<file path="config.mk">
export PLATFORM = sky130hd
export DESIGN_NAME = cursor_move_ctrl_flat
export DESIGN_NICKNAME = d
export VERILOG_FILES = /design/src/rtl/minesweeper_pkg.sv /design/src/rtl/cursor_move_ctrl_if.sv /design/src/rtl/key_debounce.sv /design/src/rtl/cursor_move_ctrl.sv /design/src/flat_wrapper.sv
export SDC_FILE = /design/constraint.sdc
export NUM_CORES = 1
export LEC_CHECK = 0
export CELL_PAD_IN_SITES_DETAIL_PLACEMENT = 0
export CELL_PAD_IN_SITES_GLOBAL_PLACEMENT = 2
export CORE_AREA = 2 2 108 162
export CTS_CLUSTER_DIAMETER = 80
export CTS_CLUSTER_SIZE = 20
export DETAILED_ROUTE_END_ITERATION = 10
export DIE_AREA = 0 0 110 164
export DONT_BUFFER_PORTS = 1
export MAX_ROUTING_LAYER = met4
export PLACE_DENSITY = 0.77
export SYNTH_ARGS = -nofsm -noshare
export SYNTH_HDL_FRONTEND = slang
export SYNTH_SLANG_ARGS = --single-unit
export TNS_END_PERCENT = 50
</file>
<file path="constraint.sdc">
create_clock -name clk -period 9.9 [get_ports clk]
set_input_delay 0 -clock clk [delete_from_list [all_inputs] [get_ports clk]]
set_output_delay 0 -clock clk [all_outputs]
set_load 0.1 [all_outputs]
</file>
<file path="src/rtl/minesweeper_pkg.sv">
// Shared types and default grid constants for the minesweeper cursor path.
package minesweeper_pkg;

  typedef enum logic [2:0] {
    DIR_NONE,
    DIR_RIGHT,
    DIR_LEFT,
    DIR_DOWN,
    DIR_UP
  } dir_t;

  typedef enum logic [1:0] {
    IDLE,
    PRESS_CNT,
    HELD,
    REL_CNT
  } deb_state_t;

  localparam int unsigned DEF_GRID_COLS       = 8;
  localparam int unsigned DEF_GRID_ROWS       = 8;
  localparam int unsigned DEF_CELL_PX         = 40;
  localparam int unsigned DEF_GRID_X0         = 160;
  localparam int unsigned DEF_GRID_Y0         = 80;
  localparam int unsigned DEF_DEBOUNCE_CYCLES = 500000;
  localparam int unsigned KEY_NUM             = 4;
  localparam int unsigned COORD_W             = 4;
  localparam int unsigned PIX_W               = 10;

  // Same-cycle presses resolve right > left > down > up (key index order).
  function automatic dir_t pick_dir(input logic [KEY_NUM-1:0] press);
    dir_t d;
    d = DIR_NONE;
    if (press[0])      d = DIR_RIGHT;
    else if (press[1]) d = DIR_LEFT;
    else if (press[2]) d = DIR_DOWN;
    else if (press[3]) d = DIR_UP;
    return d;
  endfunction

endpackage

</file>
<file path="src/rtl/cursor_move_ctrl_if.sv">
// Button/vsync inputs and cursor outputs of cursor_move_ctrl.
interface cursor_move_ctrl_if;
  import minesweeper_pkg::*;

  logic [KEY_NUM-1:0] key_n;
  logic               vga_vs;
  logic [COORD_W-1:0] cur_col;
  logic [COORD_W-1:0] cur_row;
  logic [PIX_W-1:0]   sqr_x0;
  logic [PIX_W-1:0]   sqr_y0;
  logic               move_pending;
  logic               moved;

  modport master (
    output key_n, vga_vs,
    input  cur_col, cur_row, sqr_x0, sqr_y0, move_pending, moved
  );

  modport slave (
    input  key_n, vga_vs,
    output cur_col, cur_row, sqr_x0, sqr_y0, move_pending, moved
  );
endinterface

</file>
<file path="src/rtl/key_debounce.sv">
// One pushbutton: 2-flop synchroniser, debounce FSM, single press pulse per press.
module key_debounce
  import minesweeper_pkg::*;
#(
  parameter int unsigned DEBOUNCE_CYCLES = DEF_DEBOUNCE_CYCLES
) (
  input  logic clk,
  input  logic rst,
  input  logic key_n_i,
  output logic press_o
);

  localparam int unsigned CNT_W = (DEBOUNCE_CYCLES > 1) ? $clog2(DEBOUNCE_CYCLES) : 1;
  localparam logic [CNT_W-1:0] CNT_MAX = CNT_W'(DEBOUNCE_CYCLES - 1);

  logic [1:0]       sync_q;
  deb_state_t       state_q, state_d;
  logic [CNT_W-1:0] cnt_q, cnt_d;
  logic             press_q, press_d;
  logic             key_low;

  assign key_low = ~sync_q[1];
  assign press_o = press_q;

  // Synchroniser, state, counter and pulse registers; released key is the reset level.
  always_ff @(posedge clk or posedge rst) begin
    if (rst) begin
      sync_q  <= 2'b11;
      state_q <= IDLE;
      cnt_q   <= '0;
      press_q <= 1'b0;
    end else begin
      sync_q  <= {sync_q[0], key_n_i};
      state_q <= state_d;
      cnt_q   <= cnt_d;
      press_q <= press_d;
    end
  end

  // Debounce next-state: require a stable level for DEBOUNCE_CYCLES in both directions.
  always_comb begin
    state_d = state_q;
    cnt_d   = cnt_q;
    press_d = 1'b0;
    case (state_q)
      IDLE: begin
        if (key_low) begin
          state_d = PRESS_CNT;
          cnt_d   = '0;
        end
      end
      PRESS_CNT: begin
        if (!key_low) begin
          state_d = IDLE;
        end else if (cnt_q == CNT_MAX) begin
          state_d = HELD;
          press_d = 1'b1;
        end else begin
          cnt_d = cnt_q + CNT_W'(1);
        end
      end
      HELD: begin
        if (!key_low) begin
          state_d = REL_CNT;
          cnt_d   = '0;
        end
      end
      REL_CNT: begin
        if (key_low) begin
          state_d = HELD;
        end else if (cnt_q == CNT_MAX) begin
          state_d = IDLE;
        end else begin
          cnt_d = cnt_q + CNT_W'(1);
        end
      end
      default: state_d = IDLE;
    endcase
  end

endmodule

</file>
<file path="src/rtl/cursor_move_ctrl.sv">
// Grid cursor driven by the four pushbuttons, moves committed on VS falling edge.
// Optional feature: define CURSOR_WRAP_EN to wrap at grid edges (default saturates).
module cursor_move_ctrl
  import minesweeper_pkg::*;
#(
  parameter int unsigned GRID_COLS       = DEF_GRID_COLS,
  parameter int unsigned GRID_ROWS       = DEF_GRID_ROWS,
  parameter int unsigned CELL_PX         = DEF_CELL_PX,
  parameter int unsigned GRID_X0         = DEF_GRID_X0,
  parameter int unsigned GRID_Y0         = DEF_GRID_Y0,
  parameter int unsigned DEBOUNCE_CYCLES = DEF_DEBOUNCE_CYCLES
) (
  input logic             clk,
  input logic             rst,
  cursor_move_ctrl_if.slave bus
);

`ifdef CURSOR_WRAP_EN
  localparam logic EDGE_WRAP = 1'b1;
`else
  localparam logic EDGE_WRAP = 1'b0;
`endif

  localparam logic [COORD_W-1:0] COL_MAX = COORD_W'(GRID_COLS - 1);
  localparam logic [COORD_W-1:0] ROW_MAX = COORD_W'(GRID_ROWS - 1);

  logic [KEY_NUM-1:0] press;
  logic [COORD_W-1:0] cur_col_q, cur_col_d, cur_row_q, cur_row_d;
  logic [PIX_W-1:0]   sqr_x0_q, sqr_x0_d, sqr_y0_q, sqr_y0_d;
  logic               pend_q, pend_d, moved_q, moved_d, vs_q;
  dir_t               dir_q, dir_d;
  logic               commit;

  for (genvar k = 0; k < KEY_NUM; k++) begin : g_key
    key_debounce #(.DEBOUNCE_CYCLES(DEBOUNCE_CYCLES)) u_deb (
      .clk     (clk),
      .rst     (rst),
      .key_n_i (bus.key_n[k]),
      .press_o (press[k])
    );
  end

  assign commit           = vs_q & ~bus.vga_vs & pend_q;
  assign bus.cur_col      = cur_col_q;
  assign bus.cur_row      = cur_row_q;
  assign bus.sqr_x0       = sqr_x0_q;
  assign bus.sqr_y0       = sqr_y0_q;
  assign bus.move_pending = pend_q;
  assign bus.moved        = moved_q;

  // Cursor, queue, VS history and pixel registers.
  always_ff @(posedge clk or posedge rst) begin
    if (rst) begin
      cur_col_q <= '0;
      cur_row_q <= '0;
      sqr_x0_q  <= PIX_W'(GRID_X0);
      sqr_y0_q  <= PIX_W'(GRID_Y0);
      pend_q    <= 1'b0;
      moved_q   <= 1'b0;
      dir_q     <= DIR_NONE;
      vs_q      <= 1'b0;
    end else begin
      cur_col_q <= cur_col_d;
      cur_row_q <= cur_row_d;
      sqr_x0_q  <= sqr_x0_d;
      sqr_y0_q  <= sqr_y0_d;
      pend_q    <= pend_d;
      moved_q   <= moved_d;
      dir_q     <= dir_d;
      vs_q      <= bus.vga_vs;
    end
  end

  // Queue a press, commit it at the frame edge, then derive pixel origin from the cell.
  always_comb begin
    cur_col_d = cur_col_q;
    cur_row_d = cur_row_q;
    pend_d    = pend_q;
    dir_d     = dir_q;
    moved_d   = 1'b0;
    sqr_x0_d  = PIX_W'(GRID_X0 + 32'(cur_col_q) * CELL_PX);
    sqr_y0_d  = PIX_W'(GRID_Y0 + 32'(cur_row_q) * CELL_PX);

    if (commit) begin
      moved_d = 1'b1;
      pend_d  = |press;
      dir_d   = pick_dir(press);
      case (dir_q)
        DIR_RIGHT: cur_col_d = (cur_col_q == COL_MAX) ? (EDGE_WRAP ? '0 : COL_MAX)
                                                      : cur_col_q + COORD_W'(1);
        DIR_LEFT:  cur_col_d = (cur_col_q == '0) ? (EDGE_WRAP ? COL_MAX : '0)
                                                 : cur_col_q - COORD_W'(1);
        DIR_DOWN:  cur_row_d = (cur_row_q == ROW_MAX) ? (EDGE_WRAP ? '0 : ROW_MAX)
                                                      : cur_row_q + COORD_W'(1);
        DIR_UP:    cur_row_d = (cur_row_q == '0) ? (EDGE_WRAP ? ROW_MAX : '0)
                                                 : cur_row_q - COORD_W'(1);
        default:   ;
      endcase
    end else if (!pend_q && (|press)) begin
      pend_d = 1'b1;
      dir_d  = pick_dir(press);
    end
  end

endmodule

</file>
<file path="src/flat_wrapper.sv">
// flat-port wrapper written by rule: the top's interface ports become plain ports
module cursor_move_ctrl_flat import minesweeper_pkg::*;
#(
  parameter int unsigned GRID_COLS       = DEF_GRID_COLS,
  parameter int unsigned GRID_ROWS       = DEF_GRID_ROWS,
  parameter int unsigned CELL_PX         = DEF_CELL_PX,
  parameter int unsigned GRID_X0         = DEF_GRID_X0,
  parameter int unsigned GRID_Y0         = DEF_GRID_Y0,
  parameter int unsigned DEBOUNCE_CYCLES = DEF_DEBOUNCE_CYCLES
)
  (clk, rst, bus_key_n, bus_vga_vs, bus_cur_col, bus_cur_row, bus_sqr_x0, bus_sqr_y0, bus_move_pending, bus_moved);
  cursor_move_ctrl_if bus_i ();
  input logic clk;
  input logic rst;
  input wire logic [$bits(bus_i.key_n)-1:0] bus_key_n;
  input wire logic [$bits(bus_i.vga_vs)-1:0] bus_vga_vs;
  output wire logic [$bits(bus_i.cur_col)-1:0] bus_cur_col;
  output wire logic [$bits(bus_i.cur_row)-1:0] bus_cur_row;
  output wire logic [$bits(bus_i.sqr_x0)-1:0] bus_sqr_x0;
  output wire logic [$bits(bus_i.sqr_y0)-1:0] bus_sqr_y0;
  output wire logic [$bits(bus_i.move_pending)-1:0] bus_move_pending;
  output wire logic [$bits(bus_i.moved)-1:0] bus_moved;
  assign bus_i.key_n = bus_key_n;
  assign bus_i.vga_vs = bus_vga_vs;
  assign bus_cur_col = bus_i.cur_col;
  assign bus_cur_row = bus_i.cur_row;
  assign bus_sqr_x0 = bus_i.sqr_x0;
  assign bus_sqr_y0 = bus_i.sqr_y0;
  assign bus_move_pending = bus_i.move_pending;
  assign bus_moved = bus_i.moved;
  cursor_move_ctrl #(.GRID_COLS(GRID_COLS), .GRID_ROWS(GRID_ROWS), .CELL_PX(CELL_PX), .GRID_X0(GRID_X0), .GRID_Y0(GRID_Y0), .DEBOUNCE_CYCLES(DEBOUNCE_CYCLES)) u_core (.clk(clk), .rst(rst), .bus(bus_i));
endmodule
</file>
### Word-level counts from Yosys, hierarchy flattened

Index checks and enable logic that the tools add are counted.

| operators by class | value |
|---|---|
| add/sub/neg operators | 10 |
| multiply operators | 2 |
| eq/ne operators | 46 |
| multiplexer cells | 79 |
| bitwise operators | 3 |
| reductions and logical operators | 22 |

Operators with widths:

| operator | number |
|---|---|
| $mux W19 | 20 |
| $pmux W19 S4 | 4 |
| $add A19 B1 Y19 const B | 4 |
| $eq A19 B19 Y1 const B | 4 |
| $mux W2 | 24 |
| $ne A2 B2 Y1 const B | 16 |
| $pmux W2 S4 | 4 |
| $reduce_and A4 Y1 | 8 |
| $ne A3 B3 Y1 const B | 8 |
| $mux W3 | 6 |
| $eq A2 B2 Y1 const B | 8 |
| $mux W4 | 4 |
| $pmux W4 S2 | 2 |
| $mux W1 | 15 |
| $mul A4 B3 Y7 const B | 2 |
| $add A7 B10 Y10 const A | 1 |
| $add A8 B10 Y10 const A | 1 |
| $add A4 B1 Y4 const B | 2 |
| $eq A2 B1 Y1 const B | 4 |
| $eq A4 B3 Y1 const B | 2 |
| $logic_not A2 Y1 | 4 |
| $logic_not A4 Y1 | 2 |
| $sub A4 B1 Y4 const B | 2 |
| $eq A3 B2 Y1 const B | 2 |
| 9 further kinds | 13 |

| word-level totals | value |
|---|---|
| flip-flop bits (word level) | 130 |
| input port bits | 7 |
| output and inout port bits | 30 |
| logic and storage cells | 186 |

### Longest topological paths before layout

Gate-level depths: netlist (run 1).

| logic depth | value |
|---|---|
| depth in word-level cells | 6 |
| gate-level depth with buffers | 7 |
| depth with buffers taken out | 7 |

### Modules after synthesis

From an unflattened synthesis (run 1), not the netlist that was laid out.

| unflattened totals | value |
|---|---|
| cells, all modules | 777 |
| area, all modules | 7,230.7 um^2 |

Modules (own cells, without submodules):

| module | times used | cells each | area each (um^2) | sequential area each (um^2) |
|---|---|---|---|---|
| key_debounce (u_core.g_key[0].u_deb ...) | 2 | 156 | 1,400.1 | 603.1 |
| cursor_move_ctrl | 1 | 177 | 1,729.2 | 705.7 |
| key_debounce (u_core.g_key[1].u_deb) | 1 | 142 | 1,372.6 | 603.1 |
| key_debounce (u_core.g_key[3].u_deb) | 1 | 146 | 1,328.8 | 603.1 |

### Worst setup path after synthesis (run 1)

OpenSTA, ideal clock, no wires.

| timing | value |
|---|---|
| path type | reg-to-reg |
| start | register u_core.cur_row_q[1] (netlist: u_core.bus.cur_row[1]) |
| end | register u_core.sqr_y0_q[9] (netlist: u_core.bus.sqr_y0[9]) |
| library setup time | 0.080 ns |
| arrival time | 2.461 ns |
| data required time | 9.820 ns |
| setup slack | 7.359 ns |
| cell stages (with the launch flop) | 8 |
| buffers on the path | 0 |
| clock period less this slack | 2.541 ns |
| cell sequence | dfrtp_1 > ha_1 > ha_1 > fa_1 > xor2_1 > nand2_1 > nor2_1 > xnor2_1 |

| on the way | value |
|---|---|
| word-level cells in the longest chain between the ends | 2 |

Ends and longest elaborated chain:

| element | RTL line | text |
|---|---|---|
| from (decl) | cursor_move_ctrl.sv:28 | `logic [COORD_W-1:0] cur_col_q, cur_col_d, cur_row_q, cur_row_d;` |
| from (signal assigned) | cursor_move_ctrl.sv:64 | `cur_row_q <= cur_row_d;` |
| $mul A4 B3 Y7 | cursor_move_ctrl.sv:82 | `sqr_y0_d = PIX_W'(GRID_Y0 + 32'(cur_row_q) * CELL_PX);` |
| $add A7 B10 Y10 | cursor_move_ctrl.sv:82 |  |
| named net u_core.sqr_y0_d[9] | cursor_move_ctrl.sv:29 | `logic [PIX_W-1:0] sqr_x0_q, sqr_x0_d, sqr_y0_q, sqr_y0_d;` |
| to (signal assigned) | cursor_move_ctrl.sv:57 | `sqr_y0_q <= PIX_W'(GRID_Y0);` |
| to (signal assigned) | cursor_move_ctrl.sv:66 | `sqr_y0_q <= sqr_y0_d;` |
| to (decl) | cursor_move_ctrl.sv:29 |  |

The timed path passes the listed nets, and every way through them passes these cells.
A chain may end at the register's enable or synchronous reset.

### Worst setup path in the final report (run 1)

| timing | value |
|---|---|
| start | register u_core.g_key[3].u_deb.cnt_q[7] |
| end | register u_core.g_key[3].u_deb.press_q |

| on the way | value |
|---|---|
| word-level cells in the longest chain between the ends | 4 |

Ends and longest elaborated chain:

| element | RTL line | text |
|---|---|---|
| from (decl) | key_debounce.sv:18 | `logic [CNT_W-1:0] cnt_q, cnt_d;` |
| from (signal assigned) | key_debounce.sv:35 | `cnt_q <= cnt_d;` |
| $eq A19 B19 Y1 | key_debounce.sv:55 | `end else if (cnt_q == CNT_MAX) begin` |
| $mux W1 | key_debounce.sv:55 |  |
| $mux W1 | key_debounce.sv:53 | `if (!key_low) begin` |
| $mux W1 | key_debounce.sv:45 | `case (state_q)` |
| named net u_core.g_key[3].u_deb.press_d | key_debounce.sv:19 | `logic press_q, press_d;` |
| to (signal assigned) | key_debounce.sv:36 | `press_q <= press_d;` |
| to (decl) | key_debounce.sv:19 |  |

The timed path passes the listed nets, and every way through them passes these cells.

==> impl_metrics.prom, run 1 <==
# TYPE chip_impl_metric gauge
chip_impl_metric{name="globalRouteOverflowTotal",unit=""} 0
chip_impl_info{name="synth_common_cells",value="dfrtp_1 (112), nand2_1 (80), nor2_1 (68)"} 1
chip_impl_metric{name="count_of_cell_types_in_the_netlist",unit=""} 63
chip_impl_metric{name="relative_contribution_of_sequential_cells_to_total_power",unit="%"} 49.2
chip_impl_metric{name="wl_per_cell",unit="um"} 15.09
chip_impl_metric{name="synth_enable_flop_cells",unit=""} 0
chip_impl_info{name="worst_r2r_startpoint",value="u_core.g_key[3].u_deb.cnt_q[7]$_DFFE_PP0P_"} 1
chip_impl_metric{name="antenna-diode-count",unit=""} 0
chip_impl_info{name="synth_ff_type",value="dfrtp_1"} 1
chip_impl_metric{name="max_cap_viol_count",unit=""} 0
chip_impl_metric{name="grt_first_pass_wirelength",unit="um"} 24250
chip_impl_metric{name="post-route-util",unit="%"} 44.34
chip_impl_metric{name="rr_worst_depth",unit=""} 5
chip_impl_info{name="crit_path_end_kind",value="register"} 1
chip_impl_metric{name="worst-r2r-setup-slack",unit="ns"} 7.09
chip_impl_info{name="crit_path_start_kind",value="register"} 1
chip_impl_info{name="synth_most_common_cell",value="dfrtp_1"} 1
chip_impl_metric{name="p_sw",unit="mW"} 0.4609
chip_impl_metric{name="cts_buffers",unit=""} 17
chip_impl_metric{name="cell_internal_pwr",unit="mW"} 0.9546
chip_impl_info{name="timing.critical_path.slowest_stage_cell",value="nor4b_2"} 1
chip_impl_metric{name="post-synth-top-area-fraction",unit="%"} 42.76
chip_impl_metric{name="max_freq",unit="GHz"} 0.3554
chip_impl_metric{name="combinationalPowerShare",unit="%"} 8.1
chip_impl_metric{name="slew-limit-headroom",unit="%"} 24.42
chip_impl_info{name="worst_hold_path_type",value="in2reg"} 1
chip_impl_metric{name="power.static_leakage",unit="nW"} 3.170
chip_impl_metric{name="worst-endpoint-required",unit="ns"} 10.22
chip_impl_metric{name="avgSynthCellArea",unit="um^2"} 9.443
chip_impl_info{name="tritoncts",value="built"} 1
chip_impl_metric{name="timing_hold_violations_final",unit=""} 0
chip_impl_metric{name="timing.critical_path.fanout_max",unit=""} 11
chip_impl_metric{name="synthToLayoutAreaGrowth",unit="%"} 12.43
chip_impl_metric{name="critPathMaxStageDelay",unit="ns"} 0.80
chip_impl_metric{name="switching_share",unit="%"} 32.56
chip_impl_metric{name="cts.repair_timing.setup_buffer_count",unit=""} 0
chip_impl_metric{name="yosysWarnings",unit=""} 0
chip_impl_info{name="synth.largest_area_cell",value="dfrtp_1"} 1
chip_impl_metric{name="routed_wirelength",unit="um"} 13960
chip_impl_metric{name="tightestPinTransition",unit="ns"} 1.134
chip_impl_metric{name="critical_path_at",unit="ns"} 3.13
chip_impl_metric{name="clk_latency",unit="ns"} 0.42
chip_impl_metric{name="initial_antenna_violation_count",unit=""} 0
chip_impl_metric{name="synthArstFlopShare",unit="%"} 100.0
chip_impl_metric{name="clock_path_buffers",unit=""} 2
chip_impl_metric{name="fin_hold_ws",unit="ns"} 0.1292
chip_impl_metric{name="final.min_clock_period",unit="ns"} 2.814
chip_impl_metric{name="first_global_vias",unit=""} 5163
chip_impl_metric{name="io-pin-count",unit=""} 37
chip_impl_metric{name="htree_levels",unit=""} 4
chip_impl_metric{name="via_count",unit=""} 5136
chip_impl_info{name="root_buffer",value="clkbuf_16"} 1
chip_impl_metric{name="drive_above_1_share",unit="%"} 10.21
chip_impl_metric{name="detail_route.iter0.violations",unit=""} 276
chip_impl_metric{name="grt_start_max_net_pins",unit=""} 79
chip_impl_metric{name="route.detailed.drc",unit=""} 0
chip_impl_metric{name="drtPass1Iterations",unit=""} 4
chip_impl_info{name="grt_setup_unrepaired",value="no"} 1
chip_impl_metric{name="initial_utilization",unit="%"} 39.44
chip_impl_info{name="status",value="completed"} 1
chip_impl_metric{name="vias_per_cell",unit=""} 5.552
chip_impl_metric{name="globalRouteTotalUtil",unit="%"} 17.27
chip_impl_metric{name="gate_count_post_synth",unit=""} 694
chip_impl_metric{name="p_per_area",unit="mW/mm^2"} 192.1
chip_impl_metric{name="cts.sink_count",unit=""} 124
chip_impl_metric{name="synth_sequential_area_ratio",unit="%"} 47.58
chip_impl_metric{name="vdd.ir_drop.worst",unit="V"} 0.0001078
chip_impl_metric{name="core_region_area",unit="mm^2"} 0.01662
chip_impl_metric{name="design.final.nets",unit=""} 729
chip_impl_metric{name="summed_negative_setup_slack_over_all_endpoints",unit="ns"} 0
chip_impl_metric{name="floorplan.die.width",unit="um"} 110
chip_impl_metric{name="whs_path_depth",unit=""} 1
chip_impl_metric{name="place.detailed.hpwl",unit="um"} 9506
chip_impl_info{name="launch_point_of_the_worst_hold_path",value="bus_key_n[3]"} 1
chip_impl_metric{name="layout_worst_path_cycle_share",unit="%"} 28.42
chip_impl_metric{name="finalSetupViolations",unit=""} 0
chip_impl_metric{name="postSynthRegisterBits",unit=""} 124
chip_impl_metric{name="drv_slew",unit=""} 0
chip_impl_metric{name="finalWeightedCongestion",unit=""} 0.8057
chip_impl_metric{name="syn-cell-area",unit="mm^2"} 0.006554
chip_impl_info{name="critPathKind",value="reg2reg"} 1
chip_impl_metric{name="clk_pin_slew",unit="ns"} 0.05
chip_impl_metric{name="final_total_power",unit="mW"} 1.415
chip_impl_metric{name="die_h",unit="um"} 164
chip_impl_metric{name="die_area",unit="mm^2"} 0.01804
chip_impl_metric{name="clock_power_share",unit="%"} 42.7
chip_impl_metric{name="number_of_cell_rows",unit=""} 58
chip_impl_metric{name="buffers_added_on_ports",unit=""} 0
chip_impl_info{name="netlist_top_cells_area",value="dfrtp_1 (43%), dfstp_2 (4.8%), nand2_1 (4.6%)"} 1
chip_impl_metric{name="detail-route-antenna-nets",unit=""} 0
chip_impl_info{name="reg2reg_to",value="u_core.g_key[3].u_deb.press_o$_DFF_PP0_"} 1
chip_impl_info{name="worstPathCellList",value="or4b_1, or4_1, nor4b_2, nand2_1, nor3_1"} 1
chip_impl_info{name="worst_hold_path.endpoint",value="u_core.g_key[3].u_deb.sync_q[0]$_DFF_PP1_"} 1
chip_impl_metric{name="skew",unit="ns"} 0.01070
[cells in the final DEF, fill, tap and decap left out, types with 10 or more instances in the layout]
| cell type | n |
|---|---|
| dfrtp_1 | 112 |
| nand2_1 | 80 |
| nor2_1 | 68 |
| nand3_1 | 57 |
| o21ai_0 | 33 |
| a21oi_1 | 31 |
| nor3_1 | 25 |
| xor2_1 | 23 |
| xnor2_1 | 22 |
| inv_1 | 21 |
| ha_1 | 18 |
| nand4_1 | 17 |
| clkbuf_16 | 17 |
| a22o_1 | 13 |
| dfstp_2 | 12 |
| and3_1 | 11 |
| nor4_1 | 10 |
[registers in the layout, indices dropped and copies added (netlist names), 3 cells and up, named ones only]
name,count
u_core.bus.sqr_x0,7
u_core.dir_q,3
u_core.bus.cur_row,4
u_core.g_key.u_deb.state_q,4
u_core.bus.cur_col,4
u_core.g_key.u_deb.sync_q,8
u_core.g_key.u_deb.press_o,4
u_core.g_key.u_deb.cnt_q,76
u_core.bus.sqr_y0,7
[repair_timing]
item / 4_1_cts / 5_1_grt
hold buffers: 6 / 0
hold endpoints to repair: 53 / 0
gates resized for setup: 0 / 0
[kinds of logic after synthesis]
group	synth area share (%)
buffers and inverters	3.818
DFF	47.58
muxes	2.444
adders and majority gates	4.047
xor gates and xnor gates	6.014
AOI/OAI and AO/OA	11.47
other	0.05722
and+or+nand+nor	24.57
[how the worst max path moves through the flow]
stage / from / end / slack, ns / cells past startpoint
4_1_cts: u_core.g_key[3].u_deb.cnt_q[7]$_DFFE_PP0P_ / u_core.g_key[3].u_deb.press_o$_DFF_PP0_ / 7.04 / 5
5_1_grt: u_core.g_key[3].u_deb.cnt_q[7]$_DFFE_PP0P_ / u_core.g_key[3].u_deb.press_o$_DFF_PP0_ / 6.96 / 5
3_3_place_gp: u_core.g_key[3].u_deb.cnt_q[6]$_DFFE_PP0P_ / u_core.g_key[3].u_deb.cnt_q[5]$_DFFE_PP0P_ / 7.11 / 5
6_report: u_core.g_key[3].u_deb.cnt_q[7]$_DFFE_PP0P_ / u_core.g_key[3].u_deb.press_o$_DFF_PP0_ / 7.09 / 5
3_5_place_dp: u_core.g_key[3].u_deb.cnt_q[7]$_DFFE_PP0P_ / u_core.g_key[3].u_deb.press_o$_DFF_PP0_ / 7.08 / 5
2_1_floorplan: rst / async pin / 6.62 / 1
[area by class of cell]
class	count	area (um^2)
Inverter	22	85.08
Clock inverter	12	123.9
Multi-Input combinational cell	522	3204
Tap cell	210	262.8
Clock buffer	20	446.7
Sequential cell	124	3118
Timing Repair Buffer	15	127.6
Fill cell	1609	9250
[metrics by stage]
step                worst slack (ns)  instance area, um^2  instances
floorplan                      6.621                 6573        699
global placement               7.107                 6738        887
detailed placement             7.083                 6738        887
CTS                            7.040                 7368        925
global route                   6.956                 7368        925
finish                         7.086                 7368        925
[routing by layer]
metal / global-route usage (%) / routed length (um) / up-vias
li1: - / - / 2501
met5: - / 0 / -
met2: 30.67 / 7471 / 79
met3: 3.214 / 373 / 17
met4: 5.466 / 170 / 0
met1: 19.27 / 5943 / 2539
[power by group through the flow]
stage / Sequential (mW) / Clock (mW) / Combinational, mW
2_1_floorplan: 0.676 / 0 / 0.120
3_3_place_gp: 0.706 / 0 / 0.111
3_5_place_dp: 0.707 / 0 / 0.114
4_1_cts: 0.697 / 0.623 / 0.116
5_1_grt: 0.704 / 0.647 / 0.130
6_report: 0.697 / 0.604 / 0.114
[critical path: cells and delay by family, from the launching register on]
family	cells	cell delay (ns)
flip-flops	1	0.42
AND/OR/NAND/NOR	5	2.30
(Power assumes the default switching activity.)
==> inputs of run 2 (changes only) <==
==> constraint.sdc (replaced) <==
create_clock -name clk -period 2.8 [get_ports clk]
set_input_delay 0 -clock clk [delete_from_list [all_inputs] [get_ports clk]]
set_output_delay 0 -clock clk [all_outputs]
set_load 0.1 [all_outputs]
==> run 2 against run 1 <==
Global-route usage is 0.51 points higher. Wire length up 3.0%. Highest routed layer unchanged. Final area is 2.8% higher.
==> impl_metrics.prom, run 2 (synthesis gave the netlist of run 1 again) <==
# TYPE chip_impl_metric gauge
chip_impl_metric{name="cts.sink_count",unit=""} 124
chip_impl_metric{name="synthToLayoutAreaGrowth",unit="%"} 15.60
chip_impl_info{name="grt_setup_unrepaired",value="no"} 1
chip_impl_metric{name="summed_negative_setup_slack_over_all_endpoints",unit="ns"} 0
chip_impl_metric{name="io-pin-count",unit=""} 37
chip_impl_metric{name="vdd.ir_drop.worst",unit="V"} 0.0004285
chip_impl_metric{name="slew-limit-headroom",unit="%"} 20.78
chip_impl_metric{name="place.detailed.hpwl",unit="um"} 10010
chip_impl_info{name="root_buffer",value="clkbuf_16"} 1
chip_impl_metric{name="via_count",unit=""} 5199
chip_impl_info{name="crit_path_start_kind",value="register"} 1
chip_impl_metric{name="vias_per_cell",unit=""} 5.549
chip_impl_info{name="status",value="completed"} 1
chip_impl_info{name="commonest_cells_after_routing_fill_and_taps_aside",value="dfrtp_1 (112), nand2_1 (80), nor2_1 (68), nand3_1 (57), o21ai_0 (33)"} 1
chip_impl_metric{name="grt_start_max_net_pins",unit=""} 58
chip_impl_metric{name="post-route-util",unit="%"} 45.59
chip_impl_info{name="crit_end",value="u_core.g_key[3].u_deb.cnt_q[18]$_DFFE_PP0P_"} 1
chip_impl_metric{name="drive_above_1_share",unit="%"} 11.55
chip_impl_metric{name="route.detailed.drc",unit=""} 0
chip_impl_metric{name="floorplan.die.width",unit="um"} 110
chip_impl_metric{name="finalSetupViolations",unit=""} 0
chip_impl_metric{name="detail_route.iter0.violations",unit=""} 302
chip_impl_metric{name="max_cap_viol_count",unit=""} 0
chip_impl_metric{name="design.final.nets",unit=""} 741
chip_impl_metric{name="globalRouteTotalUtil",unit="%"} 17.78
chip_impl_info{name="tritoncts",value="built"} 1
chip_impl_metric{name="max_freq",unit="GHz"} 0.4152
chip_impl_metric{name="clock_path_buffers",unit=""} 2
chip_impl_metric{name="power.static_leakage",unit="nW"} 3.291
chip_impl_metric{name="place_inst",unit=""} 899
chip_impl_metric{name="final_total_power",unit="mW"} 5.396
chip_impl_metric{name="finalWeightedCongestion",unit=""} 0.7824
chip_impl_metric{name="worst-r2r-setup-slack",unit="ns"} 0.39
chip_impl_metric{name="detail-route-antenna-nets",unit=""} 0
chip_impl_metric{name="critPathMaxStageDelay",unit="ns"} 0.82
chip_impl_info{name="crit_path_end_kind",value="register"} 1
chip_impl_metric{name="final.min_clock_period",unit="ns"} 2.408
chip_impl_metric{name="skew",unit="ns"} 0.01982
chip_impl_info{name="critPathKind",value="reg2reg"} 1
chip_impl_info{name="register_with_the_most_flip_flops",value="u_core.g_key.u_deb.cnt_q"} 1
chip_impl_metric{name="core_region_area",unit="mm^2"} 0.01662
chip_impl_metric{name="initial_utilization",unit="%"} 39.44
chip_impl_info{name="worstPathCellList",value="ha_1, nand4_1, nor4_1, nand2_1, or3_1, a21oi_1"} 1
chip_impl_metric{name="die_area",unit="mm^2"} 0.01804
chip_impl_metric{name="tightestPinTransition",unit="ns"} 1.180
chip_impl_metric{name="number_of_cell_rows",unit=""} 58
chip_impl_metric{name="number_of_flip_flops_in_the_largest_register",unit=""} 76
chip_impl_metric{name="routed_wirelength",unit="um"} 14370
chip_impl_metric{name="buffers_added_on_ports",unit=""} 0
chip_impl_metric{name="worst-endpoint-required",unit="ns"} 3.13
chip_impl_metric{name="initial_antenna_violation_count",unit=""} 0
chip_impl_metric{name="cts_buffers",unit=""} 17
chip_impl_info{name="timing.critical_path.slowest_stage_cell",value="nor4_1"} 1
chip_impl_info{name="worst_r2r_startpoint",value="u_core.g_key[3].u_deb.cnt_q[0]$_DFFE_PP0P_"} 1
chip_impl_metric{name="finalWorstSetupSlack",unit="ns"} 0.3918
chip_impl_metric{name="rr_worst_depth",unit=""} 6
chip_impl_metric{name="p_per_area",unit="mW/mm^2"} 712.2
chip_impl_metric{name="htree_levels",unit=""} 4
chip_impl_metric{name="grt_first_pass_wirelength",unit="um"} 24740
chip_impl_info{name="final_common_cell",value="dfrtp_1"} 1
chip_impl_info{name="worst_hold_path_type",value="in2reg"} 1
chip_impl_metric{name="wl_per_cell",unit="um"} 15.34
chip_impl_metric{name="clk_pin_slew",unit="ns"} 0.06
chip_impl_metric{name="die_h",unit="um"} 164
chip_impl_metric{name="timing_hold_violations_final",unit=""} 0
chip_impl_metric{name="clk_latency",unit="ns"} 0.42
chip_impl_metric{name="drv_slew",unit=""} 0
chip_impl_metric{name="dp_worst_setup_slack",unit="ns"} 0.4094
chip_impl_metric{name="drtPass1Iterations",unit=""} 5
chip_impl_metric{name="globalRouteOverflowTotal",unit=""} 0
chip_impl_info{name="setup.worst_path.start",value="u_core.g_key[3].u_deb.cnt_q[0]$_DFFE_PP0P_"} 1
chip_impl_metric{name="finish.cell_count_without_fillers",unit=""} 937
chip_impl_metric{name="first_global_vias",unit=""} 5178
chip_impl_metric{name="antenna-diode-count",unit=""} 0
chip_impl_metric{name="timing.critical_path.fanout_max",unit=""} 7
chip_impl_info{name="reg2reg_to",value="u_core.g_key[3].u_deb.cnt_q[18]$_DFFE_PP0P_"} 1
chip_impl_info{name="reg.largest.list",value="u_core.g_key.u_deb.cnt_q x76, u_core.g_key.u_deb.sync_q x8"} 1
chip_impl_metric{name="critical_path_at",unit="ns"} 2.74
chip_impl_metric{name="layout_worst_path_cycle_share",unit="%"} 86.01
run 2: cell count changes in the layout (fill, tap and decap cells not counted), moves of 3 or more:
cell and change:
clkbuf_8 +5, clkinv_2 -4, clkinvlp_4 -3, bufinv_16 +3, buf_4 +11
run 2: cell type report:
type                    count  area, um^2
clock buffers              26       519.2
clock inverters             6       155.1
fillers                  1607        9042
inverters                  22       86.33
multi-input cells         522        3204
flip-flops and latches    124        3118
well taps                 210       262.8
repair buffers             27       230.2
run 2: per-stage QoR:
| stage | hold slack (ns) | area [um^2] |
|---|---|---|
| 6_report | 0.1331 | 7576 |
| 5_1_grt | 0.1194 | 7576 |
| 4_1_cts | 0.1119 | 7576 |
| 3_5_place_dp | 0.004545 | 6842 |
| 3_3_place_gp | 0.004550 | 6842 |
| 2_1_floorplan | 0.004478 | 6576 |
run 2: worst min path at each step:
stage	from	to	slack, ns	cells after the start
floorplan	bus_key_n[0]	u_core.g_key[0].u_deb.sync_q[0]$_DFF_PP1_	0.004	0
global placement	bus_key_n[3]	u_core.g_key[3].u_deb.sync_q[0]$_DFF_PP1_	0.005	0
detailed placement	bus_key_n[3]	u_core.g_key[3].u_deb.sync_q[0]$_DFF_PP1_	0.005	0
CTS	bus_key_n[2]	u_core.g_key[2].u_deb.sync_q[0]$_DFF_PP1_	0.11	1
global route	bus_key_n[0]	u_core.g_key[0].u_deb.sync_q[0]$_DFF_PP1_	0.12	1
finish	bus_key_n[1]	u_core.g_key[1].u_deb.sync_q[0]$_DFF_PP1_	0.13	1
run 2: report_power, final:
part,total [mW],internal [mW],switching [mW]
Sequential,2.35,1.91,0.443
Combinational,0.545,0.164,0.382
Clock,2.50,1.72,0.774
Total,5.40,3.80,1.60
run 2: repair_timing:
| item | in CTS | in global routing |
|---|---|---|
| resized for setup | 0 | 0 |
| hold buffers | 6 | 0 |
| hold endpoints to repair | 36 | 0 |
| setup buffers | 0 | 0 |
run 2: metal layers:
layer	up-vias	part of all wire (%)	GRT usage [%]
li1	2529	-	-
met5	-	0	-
met2	87	54	31.60
met1	2573	42	19.73
met4	0	1.1	5.926
met3	10	2.6	3.254
run 2: critical path, delay by kind of cell (launching register included):
family                   cells  cell delay, ns
flip-flops                   1            0.44
AND/OR/NAND/NOR              4            1.47
adder cells (fa/ha/maj)      1            0.29
AO/OA/AOI/OAI                1            0.14
==> inputs of run 3 (changes only) <==
--- a/config.mk
+++ b/config.mk
@@ -13,7 +13,6 @@
 export DETAILED_ROUTE_END_ITERATION = 10
 export DIE_AREA = 0 0 110 164
 export DONT_BUFFER_PORTS = 1
-export MAX_ROUTING_LAYER = met4
 export PLACE_DENSITY = 0.77
 export SYNTH_ARGS = -nofsm -noshare
 export SYNTH_HDL_FRONTEND = slang
==> run 3 against run 2 <==
Power hardly changed. Sequential power hardly changed. Non-clock buffer count stayed put. Hold slack worse by 0.00062 ns. Die area stayed put. Sequential cell count stayed put. Final area stayed put. Largest power group unchanged. Setup slack worse by 0.0061 ns. First-iteration DRC count is 6.3% lower. Register-to-register slack hardly changed. Utilization stayed put.
==> impl_metrics.prom, run 3 (synthesis gave the netlist of run 1 again) <==
# TYPE chip_impl_metric gauge
chip_impl_info{name="status",value="completed"} 1
chip_impl_metric{name="worst-endpoint-required",unit="ns"} 3.13
chip_impl_info{name="worst_hold_path_type",value="in2reg"} 1
chip_impl_info{name="launch_point_of_the_worst_hold_path",value="bus_key_n[1]"} 1
chip_impl_metric{name="critPathMaxStageDelay",unit="ns"} 0.83
chip_impl_metric{name="timing_hold_violations_final",unit=""} 0
chip_impl_info{name="worst_r2r_startpoint",value="u_core.g_key[3].u_deb.cnt_q[0]$_DFFE_PP0P_"} 1
chip_impl_metric{name="drv_slew",unit=""} 0
chip_impl_metric{name="drive_above_1_share",unit="%"} 11.55
chip_impl_info{name="final_common_cell",value="dfrtp_1"} 1
chip_impl_info{name="worst_hold_path.endpoint",value="u_core.g_key[1].u_deb.sync_q[0]$_DFF_PP1_"} 1
chip_impl_metric{name="floorplan.die.width",unit="um"} 110
chip_impl_metric{name="io-pin-count",unit=""} 37
chip_impl_metric{name="drtPass1Iterations",unit=""} 4
chip_impl_metric{name="vdd.ir_drop.worst",unit="V"} 0.0004292
chip_impl_metric{name="critical_path_at",unit="ns"} 2.75
chip_impl_info{name="reg2reg_to",value="u_core.g_key[3].u_deb.cnt_q[18]$_DFFE_PP0P_"} 1
chip_impl_metric{name="rr_worst_depth",unit=""} 6
chip_impl_metric{name="grt_start_max_net_pins",unit=""} 58
chip_impl_metric{name="globalRouteOverflowTotal",unit=""} 0
chip_impl_metric{name="p_per_area",unit="mW/mm^2"} 712.8
chip_impl_metric{name="post_cts_resize_count",unit=""} 0
chip_impl_metric{name="wl_per_cell",unit="um"} 15.37
chip_impl_metric{name="globalRouteTotalUtil",unit="%"} 17.31
chip_impl_metric{name="die_h",unit="um"} 164
chip_impl_metric{name="buffers_added_on_ports",unit=""} 0
chip_impl_metric{name="vias_per_cell",unit=""} 5.561
chip_impl_metric{name="number_of_flip_flops_in_the_largest_register",unit=""} 76
chip_impl_metric{name="initial_utilization",unit="%"} 39.44
chip_impl_metric{name="cts_buffers",unit=""} 17
chip_impl_info{name="reg.largest.list",value="u_core.g_key.u_deb.cnt_q x76, u_core.g_key.u_deb.sync_q x8"} 1
chip_impl_metric{name="antenna-diode-count",unit=""} 0
chip_impl_metric{name="clk_pin_slew",unit="ns"} 0.06
chip_impl_metric{name="grt_first_pass_wirelength",unit="um"} 24770
chip_impl_metric{name="worst-r2r-setup-slack",unit="ns"} 0.39
chip_impl_metric{name="finalWorstSetupSlack",unit="ns"} 0.3857
chip_impl_metric{name="synthToLayoutAreaGrowth",unit="%"} 15.60
chip_impl_metric{name="tightestPinTransition",unit="ns"} 1.172
chip_impl_metric{name="place.detailed.hpwl",unit="um"} 10010
chip_impl_metric{name="final_total_power",unit="mW"} 5.400
chip_impl_metric{name="number_of_cell_rows",unit=""} 58
chip_impl_metric{name="final.fill_count",unit=""} 1607
chip_impl_info{name="grt_setup_unrepaired",value="no"} 1
chip_impl_metric{name="detail-route-antenna-nets",unit=""} 0
chip_impl_metric{name="timing.critical_path.buf_inv",unit=""} 0
chip_impl_metric{name="core_region_area",unit="mm^2"} 0.01662
chip_impl_metric{name="via_count",unit=""} 5211
chip_impl_metric{name="htree_levels",unit=""} 4
chip_impl_metric{name="initial_antenna_violation_count",unit=""} 0
chip_impl_metric{name="detail_route.iter0.violations",unit=""} 283
chip_impl_metric{name="finalWeightedCongestion",unit=""} 0.7720
chip_impl_metric{name="clock_path_buffers",unit=""} 2
chip_impl_info{name="crit_path_end_kind",value="register"} 1
chip_impl_info{name="worstPathCellList",value="ha_1, nand4_1, nor4_1, nand2_1, or3_1, a21oi_1"} 1
chip_impl_metric{name="route.detailed.drc",unit=""} 0
chip_impl_metric{name="final.min_clock_period",unit="ns"} 2.414
chip_impl_info{name="tritoncts",value="built"} 1
chip_impl_info{name="root_buffer",value="clkbuf_16"} 1
chip_impl_metric{name="cts.repair_timing.setup_buffer_count",unit=""} 0
chip_impl_info{name="crit_path_start_kind",value="register"} 1
chip_impl_info{name="critPathKind",value="reg2reg"} 1
chip_impl_metric{name="design.final.nets",unit=""} 741
chip_impl_metric{name="max_cap_viol_count",unit=""} 0
chip_impl_metric{name="dp_worst_setup_slack",unit="ns"} 0.4094
chip_impl_info{name="timing.critical_path.slowest_stage_cell",value="nor4_1"} 1
chip_impl_info{name="worst_path_dominant_cell_family",value="simple AND/OR/NAND/NOR gates"} 1
chip_impl_metric{name="slew-limit-headroom",unit="%"} 21.29
chip_impl_metric{name="power.static_leakage",unit="nW"} 3.291
chip_impl_metric{name="cts.sink_count",unit=""} 124
chip_impl_metric{name="skew",unit="ns"} 0.02052
chip_impl_metric{name="routed_wirelength",unit="um"} 14400
chip_impl_metric{name="die_area",unit="mm^2"} 0.01804
chip_impl_metric{name="timing.critical_path.fanout_max",unit=""} 7
chip_impl_info{name="commonest_cells_after_routing_fill_and_taps_aside",value="dfrtp_1 (112), nand2_1 (80), nor2_1 (68), nand3_1 (57), o21ai_0 (33)"} 1
chip_impl_metric{name="max_freq",unit="GHz"} 0.4142
chip_impl_info{name="register_with_the_most_flip_flops",value="u_core.g_key.u_deb.cnt_q"} 1
chip_impl_metric{name="first_global_vias",unit=""} 5163
chip_impl_metric{name="finalSetupViolations",unit=""} 0
chip_impl_metric{name="layout_worst_path_cycle_share",unit="%"} 86.23
chip_impl_metric{name="whs_path_depth",unit=""} 1
chip_impl_metric{name="clk_latency",unit="ns"} 0.42
chip_impl_metric{name="summed_negative_setup_slack_over_all_endpoints",unit="ns"} 0
[run 3: metrics by stage]
stage / util (%) / hold WS (ns) / cell area (um^2) / instances
detailed placement: 41.17 / 0.004545 / 6842 / 899
global placement: 41.17 / 0.004550 / 6842 / 899
floorplan: - / 0.004478 / 6576 / 699
finish: 45.59 / 0.1325 / 7576 / 937
CTS: 45.59 / 0.1119 / 7576 / 937
global route: 45.59 / 0.1194 / 7576 / 937
[run 3: power breakdown]
group / total [mW] / internal (mW) / switching, mW
registers: 2.35 / 1.91 / 0.443
clock network: 2.50 / 1.72 / 0.779
logic: 0.545 / 0.163 / 0.381
total: 5.40 / 3.80 / 1.60
[run 3: worst register-to-register path: stages (launching register included)]
cell,delay (ns)
dfrtp_1,0.44
ha_1,0.29
nand4_1,0.18
nor4_1,0.83
nand2_1,0.13
or3_1,0.34
a21oi_1,0.14
[run 3: how the worst max path moves through the flow]
stage / startpoint / end / slack (ns) / cells after the start
2_1_floorplan: u_core.bus.cur_row[1]$_DFFE_PP0P_ / u_core.bus.sqr_y0[9]$_DFF_PP0_ / 0.26 / 7
3_3_place_gp: u_core.g_key[3].u_deb.cnt_q[6]$_DFFE_PP0P_ / u_core.g_key[3].u_deb.cnt_q[2]$_DFFE_PP0P_ / 0.47 / 6
3_5_place_dp: u_core.g_key[3].u_deb.cnt_q[7]$_DFFE_PP0P_ / u_core.g_key[3].u_deb.cnt_q[2]$_DFFE_PP0P_ / 0.41 / 6
4_1_cts: u_core.g_key[3].u_deb.cnt_q[7]$_DFFE_PP0P_ / u_core.g_key[3].u_deb.cnt_q[2]$_DFFE_PP0P_ / 0.40 / 6
5_1_grt: u_core.g_key[3].u_deb.cnt_q[0]$_DFFE_PP0P_ / u_core.g_key[3].u_deb.cnt_q[18]$_DFFE_PP0P_ / 0.11 / 6
6_report: u_core.g_key[3].u_deb.cnt_q[0]$_DFFE_PP0P_ / u_core.g_key[3].u_deb.cnt_q[18]$_DFFE_PP0P_ / 0.39 / 6
[run 3: final cells by class]
type,instances,area (um^2),share of cell area [%]
repair buffers,27,230.2,3.039
clock inverters,6,155.1,2.048
clock buffers,26,519.2,6.854
inverters,22,86.33,1.140
multi-input cells,522,3204,42.30
flip-flops and latches,124,3118,41.16
well taps,210,262.8,3.468
[run 3: timing repair]
action / CTS / global route
hold buffers: 6 / 0
endpoints found under the hold margin: 36 / 0
setup endpoints to repair: 0 / 0
[run 3: metal layers]
metal	GRT usage, %	vias up	routed length (um)
met5	0	-	0
met4	5.926	0	170
met3	3.254	10	363
met2	31.54	93	7729
met1	19.83	2580	6140
li1	-	2528	-
